===== config.mk =====
export PLATFORM = sky130hd
export DESIGN_NAME = clk_div
export DESIGN_NICKNAME = d
export VERILOG_FILES = /design/src/rtl/clk_div.sv
export SDC_FILE = /design/constraint.sdc
export NUM_CORES = 1
export LEC_CHECK = 0
export ABC_AREA = 0
export BUFFER_PORTS_ARGS = -buffer_cell sky130_fd_sc_hd__buf_2
export CAP_MARGIN = 15
export CORE_MARGIN = 10
export CORE_UTILIZATION = 51
export CTS_BUF_LIST = sky130_fd_sc_hd__clkbuf_8 sky130_fd_sc_hd__clkbuf_16
export CTS_CLUSTER_DIAMETER = 50
export DETAILED_ROUTE_END_ITERATION = 12
export PLACE_DENSITY = 0.76
export SLEW_MARGIN = 30
export SYNTH_ARGS = -nofsm -noshare
export SYNTH_HDL_FRONTEND = slang
export SYNTH_SLANG_ARGS = --single-unit

===== constraint.sdc =====
create_clock -name clk_in -period 3.6 [get_ports clk_in]
set_input_delay 0.36 -clock clk_in [delete_from_list [all_inputs] [get_ports clk_in]]
set_output_delay 0.36 -clock clk_in [all_outputs]
set_load 0.05 [all_outputs]

===== src/rtl/clk_div.sv =====
// Programmable integer clock divider: clk_out = clk_in / ratio, ratio changed by req/ack handshake at period boundaries.
// Optional CLK_DIV_TICK_EN adds tick_out, a one-cycle pulse at the start of each clk_out high phase.
module clk_div #(
  parameter int DIV_W     = 8,
  parameter int DIV_RESET = 2
) (
  input  logic             clk_in,
  input  logic             rst,
  input  logic [DIV_W-1:0] div_val,
  input  logic             div_req,
  output logic             div_ack,
  output logic             div_err,
  output logic [DIV_W-1:0] cur_div,
  output logic             clk_out
`ifdef CLK_DIV_TICK_EN
  ,
  output logic             tick_out
`endif
);

  localparam logic [DIV_W-1:0] LP_RST_RATIO = DIV_W'(DIV_RESET);
  localparam logic [DIV_W-1:0] LP_ONE       = DIV_W'(1);
  localparam logic [DIV_W-1:0] LP_TWO       = DIV_W'(2);

  logic [DIV_W-1:0] r_cnt;
  logic [DIV_W-1:0] r_ratio;
  logic             r_clk_out;
  logic             r_ack;
  logic             r_err;

  logic             w_boundary;
  logic [DIV_W-1:0] w_cnt_nxt;
  logic [DIV_W-1:0] w_ratio_nxt;
  logic             w_ack_nxt;
  logic             w_err_nxt;
  logic [DIV_W:0]   w_ratio_p1;
  logic [DIV_W:0]   w_hi_nxt;
  logic             w_clk_nxt;

  // clk_out is derived from the next-state cnt/ratio so it stays in lockstep with cnt without a decode after the flop.
  always_comb begin
    w_boundary  = (r_cnt == (r_ratio - LP_ONE));
    w_cnt_nxt   = r_cnt + LP_ONE;
    w_ratio_nxt = r_ratio;
    w_ack_nxt   = 1'b0;
    w_err_nxt   = 1'b0;
    if (w_boundary) begin
      w_cnt_nxt = '0;
      if (div_req) begin
        w_ack_nxt = 1'b1;
        if (div_val >= LP_TWO) begin
          w_ratio_nxt = div_val;
        end else begin
          w_err_nxt = 1'b1;
        end
      end
    end
    w_ratio_p1 = {1'b0, w_ratio_nxt} + (DIV_W+1)'(1);
    w_hi_nxt   = w_ratio_p1 >> 1;
    w_clk_nxt  = ({1'b0, w_cnt_nxt} < w_hi_nxt);
  end

  always_ff @(posedge clk_in) begin
    if (rst) begin
      r_cnt     <= LP_RST_RATIO - LP_ONE;
      r_ratio   <= LP_RST_RATIO;
      r_clk_out <= 1'b0;
      r_ack     <= 1'b0;
      r_err     <= 1'b0;
    end else begin
      r_cnt     <= w_cnt_nxt;
      r_ratio   <= w_ratio_nxt;
      r_clk_out <= w_clk_nxt;
      r_ack     <= w_ack_nxt;
      r_err     <= w_err_nxt;
    end
  end

  assign div_ack = r_ack;
  assign div_err = r_err;
  assign cur_div = r_ratio;
  assign clk_out = r_clk_out;

`ifdef CLK_DIV_TICK_EN
  logic r_tick;
  logic w_tick_nxt;

  always_comb begin
    w_tick_nxt = (w_cnt_nxt == '0);
  end

  always_ff @(posedge clk_in) begin
    if (rst) begin
      r_tick <= 1'b0;
    end else begin
      r_tick <= w_tick_nxt;
    end
  end

  assign tick_out = r_tick;
`endif

endmodule


Word level (Yosys, flattened, before mapping)
Index checks and enable logic that the tools add are counted.
Storage, ports and cells
  bits of input ports: 11
  output and inout port bits: 11
  flip-flop bits (word level): 19
Cells by class
  reductions and logical operators: 2
  $lt $le $gt $ge: 2
  bitwise gates (word level): 2
  muxes and demuxes: 6
  add/sub/neg operators: 3
  equality and inequality tests: 1
Operators by type and width (count)
  $mux W8: 4
  $add A8 B1 Y9 const B: 1
  $add A8 B1 Y8 const B: 1
  $eq A8 B8 Y1: 1
  $ge A8 B2 Y1 const B: 1
  $lt A8 B8 Y1: 1
  $sub A8 B1 Y8 const B: 1
  $reduce_or A3 Y1: 1
  $mux W1: 2
  $not A1 Y1: 2
  $reduce_or A2 Y1: 1

Longest topological paths before layout
Gate-level depths: netlist of the first run.
  depth after elaboration: 6
  depth in mapped cells: 20
  depth with buffers taken out: 17

Worst setup path after synthesis of the first run
No wires, ideal clock.
  path kind: register to register
  from: reg r_ratio[0] (netlist: cur_div[0])
  to: reg r_clk_out (netlist: clk_out)
  setup time: 0.074 ns
  data arrival time: 3.688 ns
  cell stages (with the launch flop): 21
  period minus slack after synthesis: 3.762 ns
  path buffers: 3
  path slack: -0.162 ns
  required time: 3.526 ns
  path through: dfxtp_1 > buf_6 > inv_1 > ha_1 > buf_2 > nor3_1 > a21oi_1 > a311oi_2 > nand4_1 > nand2b_1 > buf_6 > mux2_1 > ha_1 > nor3b_1 > o2111ai_1 > ha_1 > nand3_1 > o22ai_1 > nor3_1 > nand2_1 > o21ai_0
On the way
  cells in the longest elaborated chain, start to end: 5
  elaborated cells between the ends (all ways): 8
  those cells by class: add/sub (2); order compare (1); eq/ne (1); mux (4)
Ends and longest elaborated chain
  start, declared: line 26  | logic [DIV_W-1:0] r_ratio;
  start signal, assigned: line 72  | r_ratio <= w_ratio_nxt;
  $sub A8 B1 Y8 / $mux W8 (equally long branches): line 42, 51
  $eq A8 B8 Y1 / $mux W8 (equally long branches): line 42, 49
  $mux W8 (*): line 47  | if (w_boundary) begin
  via w_ratio_nxt[0]: line 33  | logic [DIV_W-1:0] w_ratio_nxt;
  $add A8 B1 Y9 (*): line 58  | w_ratio_p1 = {1'b0, w_ratio_nxt} + (DIV_W+1)'(1);
  $lt A8 B8 Y1 (*): line 60  | w_clk_nxt = ({1'b0, w_cnt_nxt} < w_hi_nxt);
  end signal, assigned: line 73  | r_clk_out <= w_clk_nxt;
  end, declared: line 27  | logic r_clk_out;
Mark *: on every way through the listed nets, which the timed path passes. The rest lies on a longest branch.
A chain may end at the register's enable or synchronous reset.

Worst setup path after layout of the first run
  from: reg r_ratio[1] (netlist: cur_div[1])
  to: reg r_clk_out (netlist: clk_out)
On the way
  cells in the longest elaborated chain, start to end: 5
  elaborated cells between the ends (all ways): 8
  those cells by class: add/sub (2); order compare (1); eq/ne (1); mux (4)
Ends and longest elaborated chain (line)
  $sub A8 B1 Y8 / $mux W8 (equally long branches): 42, 51
  $eq A8 B8 Y1 / $mux W8 (equally long branches): 42, 49
  $mux W8: 47
  $add A8 B1 Y9: 58
  $lt A8 B8 Y1 (*): 60
Every way passes the cells marked *; elsewhere a longest branch is shown, timed or not.

==> results of run 1 <==
-- final timing paths --
kind / startpoint / end / slack [ns] / cells past startpoint
worst max register to register: cur_div[1]$_SDFF_PP1_ / clk_out$_SDFF_PP0_ / 0.21 / 17
worst min register to register: r_cnt[0]$_SDFF_PP1_ / r_cnt[0]$_SDFF_PP1_ / 0.65 / 2
worst min-delay path: div_val[7] / div_err$_SDFF_PP0_ / 0.43 / 4
worst max-delay path: cur_div[1]$_SDFF_PP1_ / clk_out$_SDFF_PP0_ / 0.21 / 17
-- routing by layer --
layer | track usage (%) | up-vias | share of wire [%]
li1 | - | 638 | -
met1 | 16.1 | 617 | 43
met2 | 22.7 | 27 | 51
met3 | 2.45 | 6 | 4.9
met4 | 3.59 | 0 | 1.3
met5 | 0 | - | 0
-- worst reg2reg max path: stages, from the launching register on --
cell       delay, ns
dfxtp_4         0.37
inv_2           0.07
ha_4            0.19
nor2b_4         0.15
a21oi_1         0.08
a311oi_2        0.31
nand4_1         0.16
buf_4           0.18
or3_4           0.37
a22oi_4         0.18
o2111ai_2       0.13
xnor2_1         0.16
ha_1            0.35
nand3_1         0.14
o22ai_2         0.10
nor3_2          0.19
o21ai_0         0.12
o21ai_1         0.08
-- area by class of cell --
class | instances | share of cell area (%)
Multi-Input combinational cell | 131 | 61.3
Sequential cell | 19 | 22.9
Timing Repair Buffer | 29 | 9.73
Clock buffer | 3 | 2.43
Tap cell | 31 | 2.29
Inverter | 5 | 1.11
Clock inverter | 1 | 0.295
-- Yosys cell counts, drive strengths merged, types with 3 or more instances --
cell type	n	share of area, %
xor2	9	5.6
o2111ai	4	2.9
nor2b	6	2.6
and2	3	1.5
dfxtp	19	27
and3	4	2.1
clkbuf	3	0.79
inv	5	1.3
a21oi	3	1.1
mux2i	3	2.1
buf	6	2.9
ha	10	8.8
nand4	3	1.3
nand2	7	1.9
nand3	7	2.5
nor3	13	5.3
nor2	13	3.4
xnor2	11	6.8
nand2b	4	1.8
o21ai	6	2.1
-- stage by stage --
step | cells | TNS [ns] | hold WS (ns) | worst slack [ns] | utilization [%]
global placement | 211 | 0 | 0.622 | 0.307 | 56.9
floorplan | 164 | 0 | 0.523 | 0.0118 | -
finish | 219 | 0 | 0.427 | 0.206 | 62.6
detailed placement | 211 | 0 | 0.631 | 0.0988 | 56.9
CTS | 215 | 0 | 0.419 | 0.0646 | 58.6
global route | 219 | -0.0127 | 0.442 | -0.0127 | 62.6
-- registers in the layout, indices dropped and copies added (netlist names) --
signal   count
r_cnt        8
div_ack      1
cur_div      8
div_err      1
clk_out      1
-- logic make-up after synthesis --
kind of cell	count (synthesis)	share of synthesized area [%]
AO/OA/AOI/OAI	25	14.5
flip-flops	19	26.8
multiplexers	5	3.97
adder cells (fa/ha/maj)	10	8.82
buffers and inverters	14	5.03
XOR/XNOR	20	12.3
AND/OR/NAND/NOR	71	28.6
-- what timing repair did --
| item | in CTS | in global routing |
|---|---|---|
| endpoints found under the setup margin | 0 | 1 |
| resized for setup | 0 | 20 |
| hold buffers | 0 | 0 |
| setup buffers | 0 | 4 |
==> summary.txt, run 1 <==
Outcome -> finished, final reports clean
Htree depth -> 1
Async S/R FF share, synth -> 0%
Tmin final -> 3.39 ns
CP top delay family -> simple AND/OR/NAND/NOR gates
Clk pin slew, worst setup/hold paths -> 0.07 ns
Port Buffers -> 21
Final worst path period share -> 94.3%
Most common cell after layout, fill and taps aside -> buf_2
Ant. Diodes -> 0
Row count -> 19
Gate Count Post-Synth -> 164
Max cap viols -> 0
Worst Path Arrival -> 3.58 ns
Die Span Y -> 72.7 microns
Yosys reg bits -> 19
Slew HR -> 71.9%
Initial drt markers -> 67
Root buffer cell -> clkbuf_8
Placer Congestion -> 0.903
Critical path, cell by cell -> inv_2 -> ha_4 -> nor2b_4 -> a21oi_1 -> a311oi_2 -> nand4_1 -> buf_4 -> or3_4 -> a22oi_4 -> o2111ai_2 -> xnor2_1 -> ha_1 -> nand3_1 -> o22ai_2 -> nor3_2 -> o21ai_0 -> o21ai_1
Largest net degree at the start of global routing -> 19
Final slew viol count -> 0
CP Launch Type -> flop
Detailed-route wire length per cell -> 17.6 microns
Setup violations, final -> 0
Syn Nets -> 185
Core Box Area -> 2710 sq um
Crit path buffers/inverters -> 2
Area growth syn-to-layout -> 19.6%
Detailed Route WL -> 3860 microns
Placed cell area -> 1540 sq um
Final instance area -> 1700 sq um
Worst-path maximum fanout -> 8
HP Class -> in2reg
Vias -> 1288
Final Skew -> 0.00528 ns
Total track usage -> 13.2%
Final #Nets -> 210
Clock Tree Buf Depth -> 2
Die X -> 72.7 microns
Routed Antenna Nets -> 0
Critical Path RT -> 3.79 ns
Synth Flop Type -> dfxtp_1
Most frequent cells in the layout -> 21 x buf_2, 15 x dfxtp_1, 13 x nor2_1, 11 x xnor2_1
Sequential fraction of the synthesis area -> 26.8%
DRC violations left -> 0
Ports -> 22
Clk sink count -> 19
CP max-delay cell -> dfxtp_4
Initial Util -> 52.4%
Max Freq -> 0.295 GHz
Total CTS buffers -> 3
Area occupied by multi-input gates -> 1040 sq um
Number of flops mapped to enable cells by yosys -> 0
CP Capture Type -> flop
Antenna violations before repair -> 0
Post-synth cell types -> 48
Global-route wire length before repair -> 5770 microns
Worst-Margin Slew -> 0.421 ns
CP max stage delay -> 0.37 ns
Die Area -> 5290 sq um
Final global-route overflow total -> 0
Number of vias per cell -> 5.88
Clk_lat worst skew -> 0.25 ns
DP HPWL -> 2830 microns
YS warnings -> 0
WS Path Type -> reg2reg
CTS tree -> built
Final Hold Viols -> 0
Register area -> 388 sq um
Fillers -> 245
DR pass1 iterations -> 4
Vias in the first global route -> 1245
Share of layout cells above drive strength 1 -> 31.9%
Avg Cell Area, Syn -> 8.65 sq um
Netlist Area Pre-Place -> 1420 sq um
Power of run 1 is left out: the tool's default activity adds up to more than one toggle a clock period on the data nets, which glitch-free logic cannot reach.
==> inputs of run 2 (changes only) <==
--- a/config.mk
+++ b/config.mk
@@ -9,11 +9,11 @@
 export BUFFER_PORTS_ARGS = -buffer_cell sky130_fd_sc_hd__buf_2
 export CAP_MARGIN = 15
 export CORE_MARGIN = 10
-export CORE_UTILIZATION = 51
+export CORE_UTILIZATION = 55
 export CTS_BUF_LIST = sky130_fd_sc_hd__clkbuf_8 sky130_fd_sc_hd__clkbuf_16
 export CTS_CLUSTER_DIAMETER = 50
 export DETAILED_ROUTE_END_ITERATION = 12
-export PLACE_DENSITY = 0.76
+export PLACE_DENSITY = 0.78
 export SLEW_MARGIN = 30
 export SYNTH_ARGS = -nofsm -noshare
 export SYNTH_HDL_FRONTEND = slang
==> constraint.sdc (replaced) <==
create_clock -name clk_in -period 3.96 [get_ports clk_in]
set_input_delay 0.396 -clock clk_in [delete_from_list [all_inputs] [get_ports clk_in]]
set_output_delay 0.396 -clock clk_in [all_outputs]
set_load 0.05 [all_outputs]
==> run 2 against run 1 <==
Against the previous run: maximum frequency shrank 4.5%; cell area shrank 6.9%; critical endpoint unchanged; non-clock buffer count shrank 5; largest cell class unchanged; die area shrank 5.3%; final cell count shrank 2.7%; critical path depth is the same.
==> summary.txt, run 2 (synthesis gave the netlist of run 1 again) <==
Outcome -> finished, final reports clean
Area growth syn-to-layout -> 11.3%
Worst-path maximum fanout -> 8 (unchanged)
Final global-route overflow total -> 0 (unchanged)
Final slew viol count -> 0 (unchanged)
Initial Util -> 57.3% (+4.9 points)
Final #Nets -> 205 (-2.4%)
Routed Antenna Nets -> 0 (unchanged)
Most common cell after layout, fill and taps aside -> buf_2
Ant. Diodes -> 0 (unchanged)
Max cap viols -> 0 (unchanged)
Most frequent cells in the layout -> 21 x buf_2, 18 x dfxtp_1, 13 x nor2_1, 11 x xnor2_1, 11 x nor3_1
Vias in the first global route -> 1300 (+4.4%)
HP Class -> in2reg
Max Freq -> 0.281 GHz (-4.5%)
Port Buffers -> 21 (unchanged)
Largest net degree at the start of global routing -> 19 (unchanged)
Total track usage -> 14.0% (+0.86 points)
Post-route setup slack -> 0.405 ns (+0.199 ns)
Core Box Area -> 2480 sq um (-8.6%)
Row count -> 18 (-1)
Die Area -> 5010 sq um (-5.3%)
DP HPWL -> 2910 microns (+2.7%)
DRC violations left -> 0 (unchanged)
Post-CTS Hold Buffers -> 0 (unchanged)
Die Span Y -> 70.8 microns (-2.7%)
Clk sink count -> 19 (unchanged)
Ports -> 22 (unchanged)
Detailed Route WL -> 3600 microns (-6.8%)
Die X -> 70.8 microns (-2.7%)
CTS tree -> built
Share of layout cells above drive strength 1 -> 21.3% (-11 points)
Number of vias per cell -> 6.03 (+2.5%)
Vias -> 1284 (-0.31%)
Root buffer cell -> clkbuf_8
Worst Path Arrival -> 3.74 ns (+0.16 ns)
Initial drt markers -> 101 (+51%)
Antenna violations before repair -> 0 (unchanged)
Setup_tns -> 0 ns (unchanged)
Worst-Margin Slew -> 0.470 ns (+0.0484 ns)
Clk pin slew, worst setup/hold paths -> 0.07 ns (about the same)
CP Capture Type -> flop
DR pass1 iterations -> 4 (unchanged)
Total CTS buffers -> 3 (unchanged)
Setup violations, final -> 0 (unchanged)
Critical Path RT -> 4.14 ns (+0.35 ns)
Final Skew -> 0.00579 ns (+0.000512 ns)
WS Path Type -> reg2reg
Final worst path period share -> 89.8% (-4.5 points)
Fillers -> 217 (-11%)
CP Launch Type -> flop
RSZ-0062 raised after global routing -> false
Clk_lat worst skew -> 0.26 ns (about the same)
Slew HR -> 68.4% (-3.5 points)
Htree depth -> 1 (unchanged)
Final Hold Viols -> 0 (unchanged)
Place WS -> 0.385 ns (+0.286 ns)
Clock Tree Buf Depth -> 2 (unchanged)
Tmin final -> 3.55 ns (+0.161 ns)
Placer Congestion -> 0.925 (+2.4%)
Global-route wire length before repair -> 5950 microns (+3.1%)
Detailed-route wire length per cell -> 16.9 microns (-4.2%)
==> run 2: layer usage <==
metal / global-route usage, % / part of all wire (%) / vias to the layer above
met4: 6.88 / 2.5 / 0
met2: 24.4 / 50 / 38
met1: 16.0 / 43 / 606
li1: - / - / 631
met3: 2.51 / 4.2 / 9
met5: 0 / 0 / -
==> run 2: path summary, 6_finish.rpt <==
kind,from,to,slack (ns),cells past startpoint
min reg2reg,cur_div[7]$_SDFF_PP0_,cur_div[7]$_SDFF_PP0_,0.65,2
max reg2reg,cur_div[1]$_SDFF_PP1_,clk_out$_SDFF_PP0_,0.41,17
min,div_val[6],div_err$_SDFF_PP0_,0.44,4
max,cur_div[1]$_SDFF_PP1_,clk_out$_SDFF_PP0_,0.41,17
==> run 2: through the flow <==
step / cell area, sq um / instances / util [%] / hold slack [ns]
2_1_floorplan: 1420 / 164 / - / 0.559
3_3_place_gp: 1530 / 209 / 61.8 / 0.616
3_5_place_dp: 1530 / 209 / 61.8 / 0.619
4_1_cts: 1580 / 213 / 63.7 / 0.435
5_1_grt: 1580 / 213 / 63.7 / 0.454
6_report: 1580 / 213 / 63.7 / 0.440
==> run 2: worst max-delay path, cell delays in order, from the launching register on <==
cell and delay, ns:
dfxtp_2 0.39, inv_1 0.06, ha_1 0.27, nor3_1 0.22, a21oi_1 0.08, a311oi_2 0.31, nand4_1 0.21, nand2b_1 0.22
mux2_1 0.35, ha_1 0.26, nor3b_1 0.16, o2111ai_1 0.11, ha_1 0.27, nand3_1 0.10, o22ai_1 0.08, nor3_1 0.18
nand2_1 0.07, o21ai_0 0.15
==> run 2: cell type report <==
class	count	area (sq um)	share of cell area, %
inverter	5	18.8	1.19
tap	30	37.5	2.38
clock inverter	1	5.00	0.317
clock buffer	3	41.3	2.61
multi-input combinational	131	967	61.3
timing repair buffer	24	128	8.08
sequential	19	382	24.2
==> run 2: repair_timing <==
item / in CTS / in global routing
gates resized for setup: 0 / 2
hold endpoints to repair: 0 / 0
endpoints found under the setup margin: 0 / 1
buffers inserted: 0 / 0
Power of run 2 is left out for the same reason.
